==> config.mk <==
export PLATFORM = sky130hd
export DESIGN_NAME = hazard_scoreboard
export DESIGN_NICKNAME = d
export VERILOG_FILES = /design/src/rtl/hazard_scoreboard.sv
export SDC_FILE = /design/constraint.sdc
export NUM_CORES = 1
export LEC_CHECK = 0
export CORE_UTILIZATION = 65
export DETAILED_ROUTE_END_ITERATION = 10
export PLACE_DENSITY_LB_ADDON = 0.12
export SLEW_MARGIN = 20
export SYNTH_ARGS = -nofsm -noshare
export SYNTH_HDL_FRONTEND = slang
export SYNTH_SLANG_ARGS = --single-unit
==> constraint.sdc <==
create_clock -name clk -period 9.25 [get_ports clk]
set_input_delay 1.85 -clock clk [delete_from_list [all_inputs] [get_ports clk]]
set_output_delay 1.85 -clock clk [all_outputs]
set_load 0.02 [all_outputs]
==> src/rtl/hazard_scoreboard.sv <==
// hazard_scoreboard: per-register pending-write scoreboard with control-flush FSM driving decode stall/bubble.
//   Ports: clk/resetn (async active-low); id_* decode instruction fields; mm_load_done/mm_load_rd load data return;
//   retire_valid/retire_rd writeback leave; ex_redirect early flush exit; stall/bubble/issue decode controls.
//   Build option: define HAZARD_FORWARD_EN when a bypass network exists (only load-use hazards stall).
module hazard_scoreboard #(
  parameter int NREGS        = 32,
  parameter int ADDR_W       = $clog2(NREGS),
  parameter int MAX_INFLIGHT = 3,
  parameter int FLUSH_CYCLES = 2
) (
  input  logic              clk,
  input  logic              resetn,
  input  logic              id_valid,
  input  logic [ADDR_W-1:0] id_rs1,
  input  logic [ADDR_W-1:0] id_rs2,
  input  logic              id_rs1_used,
  input  logic              id_rs2_used,
  input  logic [ADDR_W-1:0] id_rd,
  input  logic              id_rd_we,
  input  logic              id_is_load,
  input  logic              id_is_jump,
  input  logic              mm_load_done,
  input  logic [ADDR_W-1:0] mm_load_rd,
  input  logic              retire_valid,
  input  logic [ADDR_W-1:0] retire_rd,
  input  logic              ex_redirect,
  output logic              stall,
  output logic              bubble,
  output logic              issue
);
  localparam int CW    = $clog2(MAX_INFLIGHT + 1);
  localparam int CNT_W = FLUSH_CYCLES > 1 ? $clog2(FLUSH_CYCLES) : 1;
  localparam logic [CW-1:0]    MAX_C    = CW'(MAX_INFLIGHT);
  localparam logic [CNT_W-1:0] CNT_INIT = CNT_W'(FLUSH_CYCLES - 1);
  typedef enum logic {IDLE, FLUSH} state_t;
  state_t           state_q, state_d;
  logic [CNT_W-1:0] cnt_q, cnt_d;
  logic [CW-1:0]    pend_q [NREGS];
  logic [CW-1:0]    pend_d [NREGS];
  logic [CW-1:0]    ldpend_q [NREGS];
  logic [CW-1:0]    ldpend_d [NREGS];
  logic             wr, rs1_busy, rs2_busy, haz, underflow;
  function automatic logic [CW-1:0] step(input logic [CW-1:0] c, input logic inc, input logic dec);
    return (inc && !dec) ? c + 1'b1 : (dec && !inc && c != '0) ? c - 1'b1 : c;
  endfunction
  assign wr = id_rd_we && id_rd != '0;
`ifdef HAZARD_FORWARD_EN
  assign rs1_busy = ldpend_q[id_rs1] != '0;
  assign rs2_busy = ldpend_q[id_rs2] != '0;
`else
  assign rs1_busy = pend_q[id_rs1] != '0;
  assign rs2_busy = pend_q[id_rs2] != '0;
`endif
  // Structural term keeps a counter from ever wrapping past MAX_INFLIGHT.
  assign haz = id_valid && ((id_rs1_used && id_rs1 != '0 && rs1_busy) ||
                            (id_rs2_used && id_rs2 != '0 && rs2_busy) ||
                            (wr && pend_q[id_rd] == MAX_C));
  always_comb begin
    stall  = resetn && state_q == IDLE && haz;
    bubble = resetn && state_q == FLUSH;
    issue  = resetn && state_q == IDLE && id_valid && !haz;
  end
  // Entry 0 is never stepped, so x0 stays permanently clear.
  always_comb begin
    underflow = 1'b0;
    for (int r = 0; r < NREGS; r++) begin
      pend_d[r]   = pend_q[r];
      ldpend_d[r] = ldpend_q[r];
      if (r != 0) begin
        pend_d[r]   = step(pend_q[r], issue && wr && id_rd == ADDR_W'(r),
                           retire_valid && retire_rd == ADDR_W'(r));
        ldpend_d[r] = step(ldpend_q[r], issue && wr && id_is_load && id_rd == ADDR_W'(r),
                           mm_load_done && mm_load_rd == ADDR_W'(r));
        underflow   = underflow ||
                      (retire_valid && retire_rd == ADDR_W'(r) && pend_q[r] == '0 &&
                       !(issue && wr && id_rd == ADDR_W'(r))) ||
                      (mm_load_done && mm_load_rd == ADDR_W'(r) && ldpend_q[r] == '0 &&
                       !(issue && wr && id_is_load && id_rd == ADDR_W'(r)));
      end
    end
  end
  // Redirect takes priority over the remaining count.
  always_comb begin
    state_d = state_q == IDLE ? ((issue && id_is_jump) ? FLUSH : IDLE)
                              : ((cnt_q == '0 || ex_redirect) ? IDLE : FLUSH);
    cnt_d   = state_q == IDLE ? ((issue && id_is_jump) ? CNT_INIT : '0)
                              : (state_d == IDLE ? '0 : cnt_q - 1'b1);
  end
  always_ff @(posedge clk or negedge resetn) begin
    if (!resetn) begin
      state_q <= IDLE;
      cnt_q   <= '0;
      for (int r = 0; r < NREGS; r++) begin
        pend_q[r]   <= '0;
        ldpend_q[r] <= '0;
      end
    end else begin
      state_q <= state_d;
      cnt_q   <= cnt_d;
      for (int r = 0; r < NREGS; r++) begin
        pend_q[r]   <= pend_d[r];
        ldpend_q[r] <= ldpend_d[r];
      end
    end
  end
  a_no_underflow: assert property (@(posedge clk) disable iff (!resetn) !underflow);
endmodule

# == Yosys cells after proc, flatten, opt, wreduce, memory -nomap -nowiden ==
# Index checks and enable logic that the tools add are counted.
# totals
register_bits,64
inputBits,36
out_inout_bits,3
elab_cells,545
# op_classes
n_addsub,63
order_cmp,3
n_eq_ne,63
n_mux,76
bitwise,5
reduce_logical,302
# ops
op,n
1-bit logical AND,169
"5-bit equality test, second input constant",32
2-bit 2-to-1 mux,68
2-bit nonzero test,64
"5-bit by 4-bit equality test with 1-bit output, second input constant",16
1-bit zero test,63
"2-bit by 1-bit adder with 2-bit output, second input constant",31
"2-bit by 1-bit subtractor with 2-bit output, second input constant",31
"5-bit by 3-bit equality test with 1-bit output, second input constant",8
2-bit binary-select mux with 5-bit select,3
"5-bit by 2-bit equality test with 1-bit output, second input constant",4
"6-bit >= comparator, second input constant",3
5-bit NOT with 6-bit output,3
5-bit nonzero test,3
"5-bit by 1-bit equality test with 1-bit output, second input constant",2
1-bit 2-to-1 mux,5
1-bit logical OR,3
"2-bit equality test, second input constant",1
1-bit NOT,2
"1-bit subtractor, second input constant",1

# == Logic depth before layout (Yosys ltp) ==
# Gate-level depths: netlist of the first run.
# logic_depth
ltp_word,18
depth_mapped,14
ltp_nobuf,8

# == Least setup slack after synthesis of the first run ==
# Ideal clock, no wire load.
# synth_path
path_kind,input to output
startpoint,input id_rd[1]
endpoint,output stall
arrival_ps,4073
required_time_ps,7400
setup_slack_ps,3327
stages,11
n_path_buf,4
path_cell_list,buf_2 nor2b_1 a221oi_1 or3_1 a211o_1 nand4_1 buf_2 buf_2 buf_2 nor2_1 nor2_1
# synth_between
elab_chain_cells,9
elab_cells_between_ends,11
classes_between,eq/ne (1); mux (3); bitwise (1); reduce/logical (6)
# synth_lines
item,line_no,rtl
from (decl),18,"input logic [ADDR_W-1:0] id_rd,"
5-bit NOT with 6-bit output (not written as such),57,(wr && pend_q[id_rd] == MAX_C));
2-bit binary-select mux with 5-bit select,57,
2-bit 2-to-1 mux (not written as such) (2 in a row),57,
2-bit equality test,57,
1-bit logical AND (*),57,
1-bit logical OR (*),56,(id_rs2_used && id_rs2 != '0 && rs2_busy) ||
1-bit logical AND (*),55,assign haz = id_valid && ((id_rs1_used && id_rs1 != '0 && rs1_busy) ||
1-bit logical AND (*),59,stall = resetn && state_q == IDLE && haz;
to (decl),27,"output logic stall,"
# Every way passes the cells marked *; elsewhere a longest branch is shown, timed or not. The select of a mux whose other input is x is not followed.

# == Final worst setup path of the first run ==
# layout_path
startpoint,input id_rs1[0]
endpoint,output issue
# layout_between
elab_chain_cells,11
elab_cells_between_ends,13
classes_between,mux (3); bitwise (1); reduce/logical (9)
# layout_lines
item,line_no,rtl
from (decl),14,"input logic [ADDR_W-1:0] id_rs1,"
5-bit NOT with 6-bit output (not written as such),51,assign rs1_busy = pend_q[id_rs1] != '0;
2-bit binary-select mux with 5-bit select,51,
2-bit 2-to-1 mux (not written as such) (2 in a row),51,
2-bit nonzero test,51,
1-bit logical AND (*),55,
1-bit logical OR (*),55,
1-bit logical OR (*),56,
1-bit logical AND (*),55,
1-bit zero test (*),61,issue = resetn && state_q == IDLE && id_valid && !haz;
1-bit logical AND (*),61,
to (decl),29,output logic issue
# Marked as above.

==> run summary, run 1 <==
The run finished with clean final reports. The synthesized design contains 0 enable-type register cells. The number of setup buffers added after CTS came out at 0. Before CTS, the worst setup slack after placement is 2.20 ns.

The routed via count divided by cell count was 7.47; the final clock skew was 0.00901 ns. In this run, the number of DRC markers left after iteration 0 of detailed routing was 622. Timing would allow up to 141 MHz.

The tools report the final-report max-slew violation count as 0. The relative area change from synthesis to final layout works out to 8.48%. For the number of cell rows, the log shows 33.

The clock tree synthesis step divided the H-tree into 3 levels. The final critical path takes up 76.6% of the cycle. Counting buffers and inverters, the worst setup path is 8 cells deep.

The worst-case vdd ir drop was 89.3 µV. By startpoint and endpoint, the worst setup path is classified as primary input to output pin. The design draws 778 µW. Clock-pin slew was measured on the worst setup and hold paths at 0.07 ns.

Of all flip-flops after synthesis, the portion carrying an async set or reset was 100%. The buffers plus inverters on the worst setup path is 2. Post-CTS repair changed the size of 0 cells. The number of cells on the worst reg-to-reg path is 10. The aggregate global routing overflow was 0.

Walking the worst path, the cells encountered are clkdlybuf4s50_1 > nor3_1 > a21oi_1 > mux4_2 > a221oi_2 > nor4bb_4 > nor3_1 > clkdlybuf4s50_1. Counting the buffers created by CTS gives 9. The combined global-route utilization of all metal layers is 41.3%. The slowest cell on the critical path is sky130_fd_sc_hd__clkdlybuf4s50_1. STA puts the critical path data arrival time at 5.24 ns. The run gives 0 as the count of hold-fix buffers inserted at cts.

After technology mapping, the gate count stands at 653. Dividing the synthesized area by the synthesized cell count gives 8.41 µm². Setup violations remaining at the end of the flow were counted as 0. The total die area was 0.00882 mm².

The worst slew margin relative to its limit was 31.3%; the number of buffers between clock root and the deepest sink was 2. For the floorplan core area, the log shows 0.00818 mm². Following the worst setup path forward leads to its endpoint at issue. The most used flip-flop cell after synthesis is sky130_fd_sc_hd__dfrtp_1. Along the worst hold path, the cell count comes to 2.

For the reg2reg setup slack, the log shows 5.67 ns. In the final timing run, aggregate negative setup slack is 0 ns. The remaining antenna violation count after routing is 0, and the distinct cell type count of the synthesized netlist is 63.

TritonCTS built the clock tree. Counting flops and latches in the post-synthesis netlist gives 64. The logs give 761 for the filler-free cell count of the finished design and 2.45 nW for the leakage power of the design. The net count after synthesis is 689, and the number of antenna violations at the first check in global routing is 0.

The worst flop-to-flop path startpoint was pend_q[38]$_DFFE_PN0P_. The first global-routing pass estimated 27,400 µm of wire. The number of nets in the finished design is 687, and the width of the chip is 93.9 µm. The antenna diode instance count was 0; the clock network latency to the later pin of the worst-skew pair was 0.36 ns.

The critical path capture point type is an output pin. For the worst setup path, the data required time is 7.40 ns. Die height: 93.9 µm.

Measured on the finished design, the core utilization comes to 72.8%. Setup repair after global routing left no endpoint under its margin. The post-route netlist has 7.93% of its cells at a drive strength greater than 1. The placed instance count was 745. Max-cap violations in this run came to 0.

Summed over all layers, the routed wires come to 17,400 µm. The tools report the last weighted congestion value of the routability-driven placer as 1.02. Critical path startpoint category: a primary input. Of the synthesized area, sequential elements account for 29.2%.

The number of top-level pins is 39. The largest single stage delay on the critical path is 0.94 ns. Across all layers, the routed design uses 5,684 vias.

The initial cell density of the core was 67.1%; the number of synthesis warnings was 0. Kind of path behind the tightest hold check: flop to flop. Detailed placer's ending HPWL: 11,900 µm.

Maximum number of pins on one net before global-route repair: 65. The cell sitting at the root of the clock tree is a sky130_fd_sc_hd__clkbuf_8. The top fanout value on the critical path was 27; the routed wire length per instance was 22.9 µm. At the pin with the least slew margin, the transition time is 1.03 ns. Clock tree synthesis found a total of 64 sinks. After synthesis the cells add up to 0.00549 mm². The tools report the filler cell count as 636. Number of global-route vias before repair: 5,401. The tools report the reg-to-reg critical path endpoint as pend_q[20]$_DFFE_PN0P_.

In this run the power density over the cells is 131 mW/mm². After layout, the worst setup slack is 2.16 ns. Among cell families on the critical path, the largest total delay comes from buffers and inverters. The count of buffers added on input and output ports is 31. For this run, design rule violations remaining after detail routing come to 0. The worst path needs 7.09 ns of the cycle, external delays included. The run gives 0 as the final number of hold-violating endpoints. Start point of the critical path: id_rs1[0]. The tools report the total iterations of the first detailed-routing run as 6.
-- sequential cells by signal, summed over array words and instances, names as in the netlist --
| name | cells |
|---|---|
| state_q | 1 |
| cnt_q | 1 |
| pend_q | 62 |
-- report_power, final --
part / leakage (nW) / internal (mW) / switching [mW] / total (mW)
logic: 1.49 / 0.0761 / 0.108 / 0.184
registers: 0.854 / 0.301 / 0.0342 / 0.335
clock network: 0.101 / 0.138 / 0.121 / 0.259
-- layout by cell type, fill, tap and decap left out, drive strengths merged, types with 11 or more instances in the layout --
cell,synthesis,routed
mux4,14,14
xnor2,11,11
nand2,20,20
nand3b,22,22
nand3,29,29
xor2,17,17
a22oi,26,26
dfrtp,64,64
a21oi,20,20
o22a,22,22
a31oi,27,27
clkdlybuf4s50,0,30
nor4,24,24
nor2,75,75
nor3,62,62
mux2i,12,12
inv,18,18
clkbuf,23,11
o31a,18,18
-- through the flow --
step,area (µm²),hold slack [ns]
2_1_floorplan,5490,0.478
6_report,5950,0.505
3_5_place_dp,5750,0.495
4_1_cts,5950,0.508
5_1_grt,5950,0.532
3_3_place_gp,5750,0.485
-- layer usage --
layer | part of all wire (%) | vias to the layer above | GRT usage (%)
met5 | 0 | - | 0
met1 | 38 | 2719 | 52.2
met2 | 46 | 356 | 62.4
met3 | 10 | 83 | 9.63
li1 | - | 2526 | -
met4 | 6.1 | 0 | 28.2
-- cell usage after synthesis (all sizes together), types with 3 or more instances --
master	count	area share (%)
a2111oi	3	0.48
mux2	4	0.82
a22oi	26	3.6
clkbuf	23	1.6
xnor2	11	1.8
nor3b	5	0.68
nor2	75	5.1
o41ai	9	1.4
mux2i	12	2.2
o211ai	3	0.41
nand3b	22	3.0
nor4	24	2.8
a211oi	7	0.96
xor2	17	2.7
o22ai	4	0.46
nand3	29	2.6
or3	3	0.34
nor2b	7	0.80
buf	28	2.9
o22a	22	3.5
mux4	14	5.7
nand2b	8	0.91
and2	6	0.68
or2	4	0.46
a31oi	27	3.1
o21ai	5	0.46
o31a	18	2.9
nand2	20	1.4
or4	6	0.82
a221oi	3	0.59
dfrtp	64	29
o31ai	3	0.41
nor3	62	5.7
a21boi	4	0.55
a211o	5	0.80
o21a	3	0.41
inv	18	1.2
o21bai	3	0.41
a21oi	20	1.8
-- cell type report --
| class | instances | area [µm²] | share of cell area [%] |
|---|---|---|---|
| Clock buffer | 11 | 151 | 2.54 |
| Multi-Input combinational cell | 520 | 3590 | 60.3 |
| Tap cell | 105 | 131 | 2.21 |
| Clock inverter | 5 | 55.1 | 0.925 |
| Inverter | 18 | 67.6 | 1.13 |
| Timing Repair Buffer | 38 | 358 | 6.01 |
| Sequential cell | 64 | 1600 | 26.9 |
-- kinds of logic (layout without fill, tap and decap cells) --
kind of cell	after synthesis	count (layout)	share of synthesized area, %
XOR/XNOR	28	28	4.47
buffers and inverters	69	72	5.74
flip-flops	64	64	29.2
multiplexers	30	30	8.75
AO/OA/AOI/OAI	181	181	24.9
AND/OR/NAND/NOR	281	281	26.9
-- worst min path at each step --
| stage | end | slack (ns) | from |
|---|---|---|---|
| after detailed placement | state_q$_DFF_PN0_ | 0.49 | cnt_q$_DFF_PN0_ |
| after global routing | state_q$_DFF_PN0_ | 0.53 | cnt_q$_DFF_PN0_ |
| after global placement | state_q$_DFF_PN0_ | 0.49 | cnt_q$_DFF_PN0_ |
| final | state_q$_DFF_PN0_ | 0.51 | cnt_q$_DFF_PN0_ |
| after CTS | state_q$_DFF_PN0_ | 0.51 | cnt_q$_DFF_PN0_ |
| after floorplan | state_q$_DFF_PN0_ | 0.48 | cnt_q$_DFF_PN0_ |
-- worst reg2reg max path: cells and delay by family, from the launching register on --
family / cells / cell delay, ns
AND/OR/NAND/NOR: 3 / 0.99
flip-flops: 1 / 0.46
buffers and inverters: 2 / 0.75
multiplexers: 1 / 0.54
AO/OA/AOI/OAI: 4 / 0.77
Power figures use the tool's default switching activity.
==> run 2: changes to the inputs <==
--- a/config.mk
+++ b/config.mk
@@ -5,7 +5,7 @@
 export SDC_FILE = /design/constraint.sdc
 export NUM_CORES = 1
 export LEC_CHECK = 0
-export CORE_UTILIZATION = 65
+export CORE_UTILIZATION = 55
 export DETAILED_ROUTE_END_ITERATION = 10
 export PLACE_DENSITY_LB_ADDON = 0.12
 export SLEW_MARGIN = 20
==> constraint.sdc (replaced) <==
create_clock -name clk -period 5.7 [get_ports clk]
set_input_delay 1.14 -clock clk [delete_from_list [all_inputs] [get_ports clk]]
set_output_delay 1.14 -clock clk [all_outputs]
set_load 0.02 [all_outputs]
==> run 2 against run 1 <==
Effect of this change:
- power up 59%
- clock skew is 0.0047 ns higher
- sequential power increased by 62%
- setup slack worse by 1.9 ns
- global-route usage is 5.9 points lower
- combinational power is 66% higher
- critical path depth decreased by 1
- critical endpoint unchanged
- largest cell class unchanged
==> run summary, run 2 (synthesis gave the netlist of run 1 again) <==
The run finished with clean final reports. The run gives 39.6% (+8.3 points) as the worst slew margin relative to its limit. The tools report the H-tree level count as 3 (unchanged). The filler-free cell count of the finished design was 798 (+4.9%); the final number of hold-violating endpoints was 0 (unchanged). The clock input transition at the sequential cells of the worst setup and hold paths was 0.07 ns (about the same); the end-of-flow core utilization was 62.1% (-11 points). The tools report the count of hold-fix buffers inserted at cts as 0 (unchanged).

The run gives 9 (unchanged) as the number of buffers inserted during clock tree synthesis. The logs give 36 (+9.1%) for the number of cell rows and 17,500 µm (+0.44%) for the total detailed-routing wirelength. The last weighted congestion value of the routability-driven placer is 0.947 (-7.2%).

STA classifies the critical path endpoint as an output pin. The combined global-route utilization of all metal layers was 35.3% (-5.9 points); the data arrival time of the worst path was 4.34 ns (-0.90 ns). The total number of clock tree sinks was 64 (unchanged). Setup repair after global routing left no endpoint under its margin.

For the number of setup buffers added after CTS, the log shows 0 (unchanged). The number of input and output port buffers inserted is 31 (unchanged). For the max-capacitance violation count, the log shows 0 (unchanged). The path class of the tightest hold or removal check is flop to flop.

The tools report the number of global-route vias before repair as 5,257 (-2.7%). The slew at the pin closest to its max-slew limit came out at 0.884 ns (-0.144 ns). Static timing analysis puts the maximum clock frequency at 183 MHz. The tools report the post-cts sizing count as 0 (unchanged).

TritonCTS built the clock tree. Number of flip-flops under the largest register name: 62 (unchanged). The first-pass GRT wire length is 27,600 µm (+0.83%), and the number of failing setup endpoints in the final timing report is 0 (unchanged).

For the leakage power of the design, the log shows 2.48 nW (+1.4%). The top fanout value on the critical path works out to 14 (-48%). Number of antenna violations at the first check in global routing: 1 (+1). The data required time at the worst endpoint was 4.56 ns (-2.84 ns); the initial cell density of the core was 56.4% (-11 points). The tools report the number of top-level pins as 39 (unchanged).

The number of buffers between clock root and the deepest sink is 2 (unchanged). The total DRC errors in the routed layout is 0 (unchanged). The library cell used most frequently in the layout, excluding fill and tap cells, is sky130_fd_sc_hd__nor2_1. Placed instance count: 781 (+4.8%).

The run gives 0 (unchanged) as the remaining antenna violation count after routing. The tools report the worst-case setup slack after placement as 0.301 ns (-1.90 ns). The share of cells above drive strength 1 is 8.58% (+0.66 points), and the final critical-path required period is 5.48 ns. The power per standard cell area came out at 205 mW/mm² (+57%). The critical path class was primary input to output pin.

The final clock skew is 0.0137 ns (+0.00472 ns), and the maximum number of pins on one net before global-route repair is 66 (+1.5%). In the layout the commonest cells are sky130_fd_sc_hd__nor2_1 (74), sky130_fd_sc_hd__dfrtp_1 (64), sky130_fd_sc_hd__nor3_1 (62). Die height: 102 µm (+8.5%).

The clock network latency to the later pin of the worst-skew pair was 0.36 ns (about the same); the number of nets in the finished design was 695 (+1.2%). The cell sitting at the root of the clock tree is a sky130_fd_sc_hd__clkbuf_8. The aggregate negative setup slack was 0 ns (unchanged); the routed wire length per instance was 21.9 µm (-4.2%). The worst path uses 96.1% of the clock period. The tools report the detailed router's first-iteration violation count as 474 (-24%). The floorplan core area was 0.00973 mm² (+19%). For the final-report max-slew violation count, the log shows 0 (unchanged). Detailed placer's ending HPWL: 12,200 µm (+2.5%). pend_q holds more flip-flops than any other register. The total iterations of the first detailed-routing run came out at 7 (+1). From synthesis to final layout, the design area changed by 10.0%. Aggregate global routing overflow: 0 (unchanged).

The largest registers in the layout are pend_q: 62 flops, cnt_q: 1 flops, state_q: 1 flops. Post-layout worst setup margin: 0.222 ns (-1.94 ns). The total die area was 0.0104 mm² (+18%); the width of the chip was 102 µm (+8.5%). The number of vias after detailed routing came out at 5,669 (-0.26%). The worst-case vdd ir drop was 134 µV (+50%); the routed via count divided by cell count was 7.10 (-4.9%). The worst setup path is launched from a primary input.
run 2: routing by layer:
metal / vias to the layer above / routed length (µm) / track usage (%)
met1: 2734 / 6970 / 46.4
met4: 0 / 675 / 21.3
met3: 58 / 1560 / 5.13
met2: 326 / 8290 / 55.5
li1: 2551 / - / -
met5: - / 0 / 0
run 2: report_power, final:
part / switching, mW / total, mW / internal, mW
clock network: 0.188 / 0.388 / 0.200
logic: 0.177 / 0.305 / 0.128
registers: 0.0549 / 0.543 / 0.488
run 2: final timing paths:
check / start / end / slack [ns] / cells past startpoint
setup / recovery: id_rs1[0] / issue / 0.22 / 7
hold / removal: cnt_q$_DFF_PN0_ / state_q$_DFF_PN0_ / 0.50 / 2
setup reg to reg: pend_q[12]$_DFFE_PN0P_ / pend_q[38]$_DFFE_PN0P_ / 2.04 / 9
hold reg to reg: cnt_q$_DFF_PN0_ / state_q$_DFF_PN0_ / 0.50 / 2
max in group asynchronous: resetn / pend_q[0]$_DFFE_PN0P_ / 4.08 / 2
min in group asynchronous: resetn / pend_q[53]$_DFFE_PN0P_ / 1.05 / 2
run 2: worst max-delay path: stages:
cell and delay [ns]:
sky130_fd_sc_hd__clkdlybuf4s50_1 0.84, sky130_fd_sc_hd__buf_4 0.31, sky130_fd_sc_hd__a2111oi_0 0.12, sky130_fd_sc_hd__a2111oi_0 0.81, sky130_fd_sc_hd__nor4bb_4 0.12, sky130_fd_sc_hd__nor3_1 0.32, sky130_fd_sc_hd__clkdlybuf4s50_1 0.67
run 2: per-stage QoR:
| step | power, mW | instance area [µm²] | hold WS (ns) |
|---|---|---|---|
| floorplan | 0.737 | 5490 | 0.478 |
| global placement | 0.840 | 5860 | 0.487 |
| detailed placement | 0.849 | 5860 | 0.498 |
| CTS | 1.23 | 6040 | 0.509 |
| global route | 1.29 | 6040 | 0.547 |
| finish | 1.24 | 6040 | 0.504 |
run 2: cell type report:
type                            instances  area (µm²)
Fill cell                             884        3690
Multi-Input combinational cell        520        3590
Sequential cell                        64        1600
Timing Repair Buffer                   46         430
Tap cell                              133         166
Clock buffer                           12         135
Inverter                               18        67.6
Clock inverter                          4        45.0
Antenna cell                            1        2.50
==> run 3: changes to the inputs <==
--- a/config.mk
+++ b/config.mk
@@ -5,8 +5,10 @@
 export SDC_FILE = /design/constraint.sdc
 export NUM_CORES = 1
 export LEC_CHECK = 0
-export CORE_UTILIZATION = 55
+export CORE_UTILIZATION = 59
+export CTS_CLUSTER_DIAMETER = 100
 export DETAILED_ROUTE_END_ITERATION = 10
+export DONT_BUFFER_PORTS = 1
 export PLACE_DENSITY_LB_ADDON = 0.12
 export SLEW_MARGIN = 20
 export SYNTH_ARGS = -nofsm -noshare
==> run 3 against run 2 <==
Effect of this change:
- the run now ends with DRC left
- sequential share of layout area grew 1.8 points
- final cell count is 8.4% lower
- setup slack better by 1.3 ns
- clock skew shrank 0.0011 ns
- global-route usage increased by 1.5 points
- flip-flop and latch count stayed put
- sequential power about the same
- cell area fell by 6.2%
- non-clock buffer count down 41
- combinational power shrank 20%
- clock-buffer cell count stayed put
- die area shrank 6.6%
==> run summary, run 3 (synthesis gave the netlist of run 1 again) <==
The flow ran to the end, but the final reports show violations. The final reports fail on DRC. The first-pass GRT wire length is 27,700 µm (+0.30%).

The critical path capture point type is an output pin. The share of cells above drive strength 1 is 7.70% (-0.88 points), and the H-tree level count is 3 (unchanged). The final-report max-slew violation count was 0 (unchanged); the final clock skew was 0.0126 ns (-0.00115 ns). The total die area is 0.00969 mm² (-6.6%), and the area of the multi-input gates is 0.00359 mm² (unchanged).

Setup repair after global routing left no endpoint under its margin. The routed wire length per instance works out to 23.5 µm (+7.1%). TritonCTS built the clock tree.

The number of input and output port buffers inserted was 0 (-100%); the total number of clock tree sinks was 64 (unchanged). The logs give 0 (-1) for the number of antenna violations at the first check in global routing and 17,200 µm (-1.9%) for the total detailed-routing wirelength. Number of buffers inserted during clock tree synthesis: 9 (unchanged). The slew at the pin closest to its max-slew limit was 0.739 ns (-0.144 ns); the number of setup buffers added after CTS was 0 (unchanged). The top fanout value on the critical path is 27 (+13), and the sequential cell fraction of total power is 43.1% (-0.8 points).

For the number of top-level pins, the log shows 39 (unchanged). The register with the highest flop count is pend_q. For the data required time at the worst endpoint, the log shows 4.56 ns (about the same). The switching part of the total power is 31.5% (-2.4 points), and the maximum frequency from static timing analysis is 239 MHz (+31%). The count of hold-fix buffers inserted at cts is 0 (unchanged), and the number of vias after detailed routing is 5,601 (-1.2%). The length of routed wiring on met1 is 6570 µm (-5.9%). The tools report the remaining antenna violation count after routing as 0 (unchanged). The logs give 0 ns (unchanged) for the aggregate negative setup slack and 11,700 µm (-4.4%) for the detailed placer's ending HPWL. The run gives 0 (unchanged) as the number of failing setup endpoints in the final timing report. The antenna diode instance count was 0 (-1); the number of global-route vias before repair was 5,324 (+1.3%). The internal power summed over all cells is 865 µW (+5.9%). Walking the worst path, the cells encountered are nor3_1 > a21oi_1 > mux4_2 > a221oi_2 > nor4bb_4 > nor3_1.

The start point of the critical path was id_rs1[0]. The maximum number of pins on one net before global-route repair came out at 67 (+1.5%). The initial cell density of the core is 62.0% (+5.6 points), and the relative area change from synthesis to final layout is 3.17%.

Clock group share of total power: 37.7% (+6.3 points). The logs give 1940 µm (+25%) for the met3 layer wire length in the routed design and 157 µV (+17%) for the worst-case vdd ir drop. For the length of routed met2 wiring, the log shows 7940 µm (-4.3%). The overall power was 1.26 mW (+2.1%).

The tools report the worst slew margin relative to its limit as 49.4% (+9.9 points). The critical path class is primary input to output pin. For the reg2reg setup slack, the log shows 2.10 ns (+0.06 ns). For the clock network latency to the later pin of the worst-skew pair, the log shows 0.37 ns (about the same). Signal routing reaches up to met4. For the share of power burned in combinational logic, the log shows 19.2% (-5.5 points).

The detailed router's first-iteration violation count was 609 (+28%). The clock tree root buffer cell is sky130_fd_sc_hd__clkbuf_8. The final number of hold-violating endpoints is 0 (unchanged). The library cell used most frequently in the layout, excluding fill and tap cells, is sky130_fd_sc_hd__nor2_1.

The final cycle utilization of the critical path is 73.6% (-23 points), and the last weighted congestion value of the routability-driven placer is 0.989 (+4.4%). The die height is 98.5 µm (-3.4%), and the storage element area is 0.00160 mm² (unchanged). The kind of path behind the tightest hold check was primary input to async pin. The power per standard cell area came out at 223 mW/mm² (+8.9%). The post-cts sizing count came out at 0 (unchanged). The filler cell count is 731 (-17%), and the final critical-path required period is 4.19 ns (-1.29 ns). The total DRC errors in the routed layout is 1 (+1). The top cell types in the final layout, fill and taps aside, are sky130_fd_sc_hd__nor2_1 (74), sky130_fd_sc_hd__dfrtp_1 (64), sky130_fd_sc_hd__nor3_1 (62).

The run gives 2 (unchanged) as the number of buffers between clock root and the deepest sink. The critical path startpoint category is a primary input. The logs give 0 (unchanged) for the max-capacitance violation count and 654 (-5.9%) for the number of nets in the finished design. The largest registers in the layout are pend_q: 62 flops, cnt_q: 1 flops, state_q: 1 flops. The routed via count divided by cell count is 7.66 (+7.9%), and the number of flip-flops under the largest register name is 62 (unchanged). The aggregate global routing overflow came out at 0 (unchanged).

The worst flop-to-flop path startpoint is pend_q[32]$_DFFE_PN0P_. The slowest cell on the critical path was sky130_fd_sc_hd__nor3_1. Library cell appearing most often on the critical path: sky130_fd_sc_hd__nor3_1. Combined global-route utilization of all metal layers: 36.9% (+1.5 points). The clock input transition at the sequential cells of the worst setup and hold paths was 0.08 ns (about the same); the number of cell rows was 34 (-5.6%). The width of the chip works out to 98.5 µm (-3.4%).

The leakage power of the design was 2.33 nW (-6.2%). The data arrival time of the worst path is 3.05 ns (-1.29 ns). The run gives 8 (+1) as the total iterations of the first detailed-routing run. The critical path's largest stage delay is 0.65 ns (-0.19 ns), and the floorplan core area is 0.00885 mm² (-9.1%).

The power dissipated by switching net loads is 398 µW (-5.2%).
-- run 3: cell count changes in the layout (fill, tap and decap cells not counted), sizes merged --
| cell | change |
|---|---|
| clkinvlp | +1 |
| buf | -11 |
| diode | -1 |
| clkdlybuf4s50 | -30 |
| bufinv | +1 |
| clkinv | -2 |
-- run 3: critical path: cells and delay by family --
| family | cells | cell delay, ns |
|---|---|---|
| simple gates | 3 | 0.94 |
| mux | 1 | 0.51 |
| compound gates | 2 | 0.46 |
-- run 3: layout make-up --
cell class / count / share of cell area (%)
sequential: 64 / 28.3
clock buffer: 12 / 2.74
inverter: 18 / 1.19
multi-input combinational: 520 / 63.4
clock inverter: 4 / 1.35
tap: 108 / 2.39
timing repair buffer: 5 / 0.663
-- run 3: path summary, 6_finish.rpt --
check,end,depth (start not counted)
max,issue,6
min,pend_q[4]$_DFFE_PN0P_,0
max reg2reg,pend_q[52]$_DFFE_PN0P_,10
min reg2reg,state_q$_DFF_PN0_,2
max in group asynchronous,pend_q[57]$_DFFE_PN0P_,0
min in group clk,state_q$_DFF_PN0_,2
-- run 3: metrics by stage --
step	std cells	setup slack [ns]	utilization (%)	cell area [µm²]	hold slack, ns
6_report	731	1.51	64.0	5660	0.455
3_3_place_gp	715	1.53	61.4	5430	0.488
4_1_cts	731	1.53	64.0	5660	0.455
3_5_place_dp	715	1.54	61.4	5430	0.522
5_1_grt	731	1.43	64.0	5660	0.452
2_1_floorplan	653	1.20	-	5490	0.478
-- run 3: power groups by stage --
stage | Clock (mW) | Sequential (mW) | Combinational, mW
floorplan | 0 | 0.531 | 0.206
global placement | 0 | 0.548 | 0.228
detailed placement | 0 | 0.550 | 0.234
CTS | 0.477 | 0.541 | 0.236
global route | 0.492 | 0.550 | 0.260
finish | 0.476 | 0.544 | 0.243
-- run 3: metal layers --
layer  GRT usage [%]  vias up
met3            8.58       68
met4            19.2        0
li1                -     2465
met2            59.4      365
met1            46.5     2703
met5               0        -
